File: src/rtl/seg_scan_decoder.sv
// Recovers the 4-digit value of a multiplexed, active-low 7-segment display; a digit latches after STABLE_CYCLES identical samples.
// Latency: latch on the STABLE_CYCLES-th identical sample edge, frame_valid one cycle after the 4th slot latch; no backpressure.
module seg_scan_decoder #(
    parameter int unsigned STABLE_CYCLES = 4
) (
    input  logic        clk,
    input  logic        rst_n,
    input  logic [3:0]  an,
    input  logic [7:0]  seg,
    output logic [15:0] digits,
    output logic [3:0]  dp,
    output logic        frame_valid,
    output logic        frame_err
);

    typedef enum logic [1:0] {SEARCH, SETTLE, HELD} state_t;

    localparam logic [7:0] LP_STABLE = 8'(STABLE_CYCLES);

    state_t      r_state;
    state_t      w_state_nxt;
    logic [7:0]  r_cnt;
    logic [7:0]  w_cnt_nxt;
    logic [3:0]  r_an;
    logic [7:0]  r_seg;
    logic        w_load;
    logic        w_latch;
    logic [3:0]  w_an_low;
    logic        w_an_vld;
    logic        w_same;
    logic [3:0]  w_dec_val;
    logic        w_dec_err;
    logic [1:0]  w_slot;
    logic [3:0]  w_slot_oh;
    logic [3:0]  r_cap;
    logic [3:0]  r_err;
    logic [3:0]  w_cap_base;
    logic [3:0]  w_err_base;
    logic        w_frame_done;
    logic [15:0] r_digits;
    logic [3:0]  r_dp;
    logic        r_fv;
    logic        r_ferr;

    assign w_an_low = ~an;
    assign w_an_vld = (w_an_low != 4'd0) && ((w_an_low & (w_an_low - 4'd1)) == 4'd0);
    assign w_same   = (an == r_an) && (seg == r_seg);

    always_comb begin
        w_state_nxt = r_state;
        w_cnt_nxt   = r_cnt;
        w_load      = 1'b0;
        w_latch     = 1'b0;
        case (r_state)
            SEARCH: begin
                if (w_an_vld) begin
                    w_state_nxt = SETTLE;
                    w_cnt_nxt   = 8'd1;
                    w_load      = 1'b1;
                end
            end
            SETTLE: begin
                if (w_same) begin
                    w_cnt_nxt = r_cnt + 8'd1;
                    if (r_cnt + 8'd1 == LP_STABLE) begin
                        w_latch     = 1'b1;
                        w_state_nxt = HELD;
                    end
                end else if (w_an_vld) begin
                    w_cnt_nxt = 8'd1;
                    w_load    = 1'b1;
                end else begin
                    w_state_nxt = SEARCH;
                    w_cnt_nxt   = 8'd0;
                end
            end
            HELD: begin
                if (!w_same) begin
                    if (w_an_vld) begin
                        w_state_nxt = SETTLE;
                        w_cnt_nxt   = 8'd1;
                        w_load      = 1'b1;
                    end else begin
                        w_state_nxt = SEARCH;
                        w_cnt_nxt   = 8'd0;
                    end
                end
            end
            default: begin
                w_state_nxt = SEARCH;
                w_cnt_nxt   = 8'd0;
            end
        endcase
    end

    // The latch always uses the stored sample, which equals the current one on a latch edge.
    always_comb begin
        w_dec_err = 1'b0;
        w_dec_val = 4'hF;
        case (r_seg[7:1])
            7'b0000001: w_dec_val = 4'd0;
            7'b1001111: w_dec_val = 4'd1;
            7'b0010010: w_dec_val = 4'd2;
            7'b0000110: w_dec_val = 4'd3;
            7'b1001100: w_dec_val = 4'd4;
            7'b0100100: w_dec_val = 4'd5;
            7'b0100000: w_dec_val = 4'd6;
            7'b0001111: w_dec_val = 4'd7;
            7'b0000000: w_dec_val = 4'd8;
            7'b0000100: w_dec_val = 4'd9;
            default:    w_dec_err = 1'b1;
        endcase
    end

    always_comb begin
        w_slot = 2'd0;
        case (r_an)
            4'b1110: w_slot = 2'd0;
            4'b1101: w_slot = 2'd1;
            4'b1011: w_slot = 2'd2;
            4'b0111: w_slot = 2'd3;
            default: w_slot = 2'd0;
        endcase
    end

    assign w_slot_oh    = ~r_an;
    assign w_frame_done = (r_cap == 4'hF);
    // A latch on the frame-completion edge starts the next frame instead of being lost.
    assign w_cap_base   = w_frame_done ? 4'h0 : r_cap;
    assign w_err_base   = w_frame_done ? 4'h0 : r_err;

    always_ff @(posedge clk) begin
        if (!rst_n) begin
            r_state  <= SEARCH;
            r_cnt    <= 8'd0;
            r_an     <= 4'h0;
            r_seg    <= 8'h00;
            r_cap    <= 4'h0;
            r_err    <= 4'h0;
            r_digits <= 16'h0000;
            r_dp     <= 4'h0;
            r_fv     <= 1'b0;
            r_ferr   <= 1'b0;
        end else begin
            r_state <= w_state_nxt;
            r_cnt   <= w_cnt_nxt;
            if (w_load) begin
                r_an  <= an;
                r_seg <= seg;
            end
            r_fv <= w_frame_done;
            if (w_frame_done) begin
                r_ferr <= |r_err;
            end
            r_cap <= w_cap_base | (w_latch ? w_slot_oh : 4'h0);
            r_err <= w_err_base | ((w_latch && w_dec_err) ? w_slot_oh : 4'h0);
            if (w_latch) begin
                r_digits[w_slot*4 +: 4] <= w_dec_val;
                r_dp[w_slot]            <= ~r_seg[0];
            end
        end
    end

    assign digits      = r_digits;
    assign dp          = r_dp;
    assign frame_valid = r_fv;
    assign frame_err   = r_ferr;

endmodule

File: config.mk
export PLATFORM = sky130hd
export DESIGN_NAME = seg_scan_decoder
export DESIGN_NICKNAME = d
export VERILOG_FILES = /design/src/rtl/seg_scan_decoder.sv
export SDC_FILE = /design/constraint.sdc
export NUM_CORES = 1
export LEC_CHECK = 0
export BUFFER_PORTS_ARGS = -buffer_cell sky130_fd_sc_hd__buf_2
export CAP_MARGIN = 20
export CORE_MARGIN = 2
export CORE_UTILIZATION = 30
export CTS_CLUSTER_DIAMETER = 150
export DETAILED_ROUTE_END_ITERATION = 12
export GPL_ROUTABILITY_DRIVEN = 0
export PLACE_DENSITY = 0.44
export SLEW_MARGIN = 5
export SYNTH_ARGS = -nofsm -noshare
export SYNTH_HDL_FRONTEND = slang
export SYNTH_SLANG_ARGS = --single-unit
File: constraint.sdc
create_clock -name clk -period 2.2 [get_ports clk]
set_clock_uncertainty 0.05 [all_clocks]
set_input_delay 0.22 -clock clk [delete_from_list [all_inputs] [get_ports clk]]
set_output_delay 0.22 -clock clk [all_outputs]
set_load 0.01 [all_outputs]
==> out/qor.yml <==
run_status:
  status: "finished, violations left"
  violations: "setup timing"
power:
  p_per_area_nw_per_um2: 573
  finalPower_w: 0.00224
  max-vdd-ir-drop_mv: 0.240
  leakage_nw: 1.59
min_path:
  hold_path.class: "input port to flop"
  holdCritStartpoint: "seg[4]"
  min_to: "r_seg[4]"
  hold_depth: 3
synthesis:
  synth-seq-cells: 52
  netlist.area_leader.share: 0.330
  syn_area_per_cell_um2: 8.25
  synth_common_cells: "nand2_1, dfxtp_1, mux2i_1"
  synth.most_common_cell: "nand2_1"
  ys.flop_type: "dfxtp_1"
  yosys_warnings: 0
  syn_nets: 409
  syn_inst: 383
  synth.distinct_cells: 56
  synth_async_sr_flop_share: 0
  synth_edf_count: 0
  syn_area_um2: 3160
  synth_largest_area_cell: "dfxtp_1"
  ys_seq_area_frac: 0.330
  ys_top_cells_by_area: "dfxtp_1, nand2_1, mux2i_1"
cells_and_area:
  fin_nets: 467
  antenna_cells: 0
  drive_gt1_frac: 0.281
  n_fill_cell: 1112
  area_growth_pct: 23.8
worst_setup_path:
  r2r_setup_slack_ns: -0.02
  rr_worst_depth: 7
  worstReg2RegStart: "r_cnt[1]"
  max_stage_delay_ns: 0.52
  crit_path_end_kind: "flop"
  cp.arrival_ns: 2.41
  path_class: "flop to flop"
  worst-path-stages: 7
  crit_family: "simple AND/OR/NAND/NOR gates"
  slowest_stage: "or4_1"
  cp.required_ns: 2.39
  start_kind: "flop"
  crit-reg2reg-capture: "r_err[2]"
  cp_cell_sequence: "ha_2, and4_4, and2_4, or3_4, a21o_4, or4_1, a21oi_2"
  crit_fanout: 8
  cp_num_buf_inv: 0
floorplanning:
  dieArea_um2: 11400
  initial_core_util: 0.307
  ios: 36
  die_x_um: 107
  core-area_um2: 10300
  num_rows: 37
  die_height_um: 107
sta:
  rsz0062_at_grt: "true"
  hold_viol: 0
  worst_pin_slew_ns: 0.459
  slew_viol_final: 0
  period_share: 1.01
  setup_ws_ns: -0.0198
  final-setup-viol-count: 3
  fmax_mhz: 450
  finalCriticalPeriod_ns: 2.22
  slew_headroom: 0.693
  hold_slack_ns: 0.107
grt:
  grt_pass1_vias: 2578
  grt_antenna_before_repair: 0
  overflow: 0
  grtUsageTotal: 0.143
  grt_pass1_wl_mm: 13.0
  grt_max_degree: 27
cts:
  h-tree-depth: 2
  cts.clk_slew.worst_paths_ns: 0.10
  clk_latency_ns: 0.31
  hold_buffers: 0
  cts.root.buffer_cell: "clkbuf_8"
  tritoncts: "built"
  cts_setup_buffers: 0
  cts_made_buffers: 5
  cts_sinks: 52
  clockBufferDepth: 2
drt:
  route.detailed.drc: 0
  vias: 2823
  wl_per_cell_um: 13.9
  vias_per_cell: 4.88
  drt_wl_total_mm: 8.03
  drtIter0Drc: 86
  antenna_left: 0
  drt-pass1-iter-count: 6
placed_design:
  dpl.hpwl_mm: 5.82
  pre_cts_ws_ns: -0.0400
  port_buffers: 35
job:
  max_cap_violations: 0
-- through the flow --
step	setup TNS, ns	util	instances	cell area, µm²
CTS	0	0.373	577	3830
finish	-0.0366	0.381	578	3910
detailed placement	-0.188	0.359	569	3690
floorplan	0	-	383	3160
global route	-0.648	0.381	578	3910
global placement	0	0.359	569	3690
-- power by group --
| group | switching [W] | internal (W) |
|---|---|---|
| Combinational | 0.000324 | 0.000225 |
| Sequential | 0.0000316 | 0.000975 |
| Clock | 0.000348 | 0.000338 |
| Total | 0.000703 | 0.00154 |
-- layer usage --
layer	share of wire	global-route usage	routed length (µm)	up-vias
met2	0.47	0.232	3760	39
met3	0.027	0.0243	219	8
met4	0.013	0.0380	105	0
li1	-	-	-	1456
met1	0.49	0.196	3950	1320
met5	0	0	0	-
-- tightest hold or removal path, delay by kind of cell --
kind | cells | cell delay [ns]
buf+inv | 1 | 0.11
mux | 1 | 0.05
simple gates | 1 | 0.05
-- registers in the layout (all words and copies together) (netlist names) --
name and cells:
r_cnt 8, digits 16, frame_valid 1, r_seg 8, r_an 4, frame_err 1
r_err 4, r_state 2, dp 4, r_cap 4
-- how the worst max path moves through the flow --
stage | startpoint | endpoint | slack [ns]
2_1_floorplan | r_cnt[0] | r_state[1] | 0.0008
3_3_place_gp | r_cnt[1] | dp[0] | 0.005
3_5_place_dp | r_cnt[1] | digits[0] | -0.04
4_1_cts | r_an[3] | digits[9] | 0.004
5_1_grt | r_cnt[1] | digits[13] | -0.11
6_report | r_cnt[1] | r_err[2] | -0.02
-- cell families (layout without fill, tap and decap cells) --
| logic type | Yosys count | after routing | synth area share |
|---|---|---|---|
| and+or+nand+nor | 173 | 173 | 0.285 |
| AOI/OAI and AO/OA | 65 | 65 | 0.145 |
| DFF | 52 | 52 | 0.330 |
| buffers and inverters | 35 | 94 | 0.0539 |
| muxes | 30 | 30 | 0.0951 |
| xor gates and xnor gates | 16 | 16 | 0.0444 |
| adders and majority gates | 12 | 12 | 0.0475 |
-- cell type report --
class	instances	area, µm²	area share
Timing Repair Buffer	76	500	0.128
Clock inverter	3	42.5	0.0109
Multi-Input combinational cell	296	2050	0.523
Inverter	10	37.5	0.00959
Tap cell	136	170	0.0435
Sequential cell	52	1050	0.267
Clock buffer	5	68.8	0.0176
-- cell usage in the layout (no fill, tap or decap), drive strengths merged, types with 2 or more instances in the layout --
cell    instances
and2            3
o211ai          3
nand2          82
o21bai          2
nor4            4
or2             4
a31oi          10
nand3b          3
nand4b          3
a22o            2
ha             12
nor2           17
mux2i          30
xor2           16
o21ai           8
nand2b          4
inv            10
nand4           6
a311oi          2
buf            76
dfxtp          52
or4             4
a21o            3
nor2b           4
a22oi           2
a221oi          2
nand3           9
nor3            6
a21oi          21
and3            6
or3            12
a211oi          2
nor3b           2
clkbuf          5
-- repair_timing --
action / CTS / global route
setup endpoints to repair: 19 / 32
resized for setup: 8 / 23
gates cloned: 0 / 1
pin swaps: 1 / 16
No activity file was read; power rests on OpenSTA's default activity.
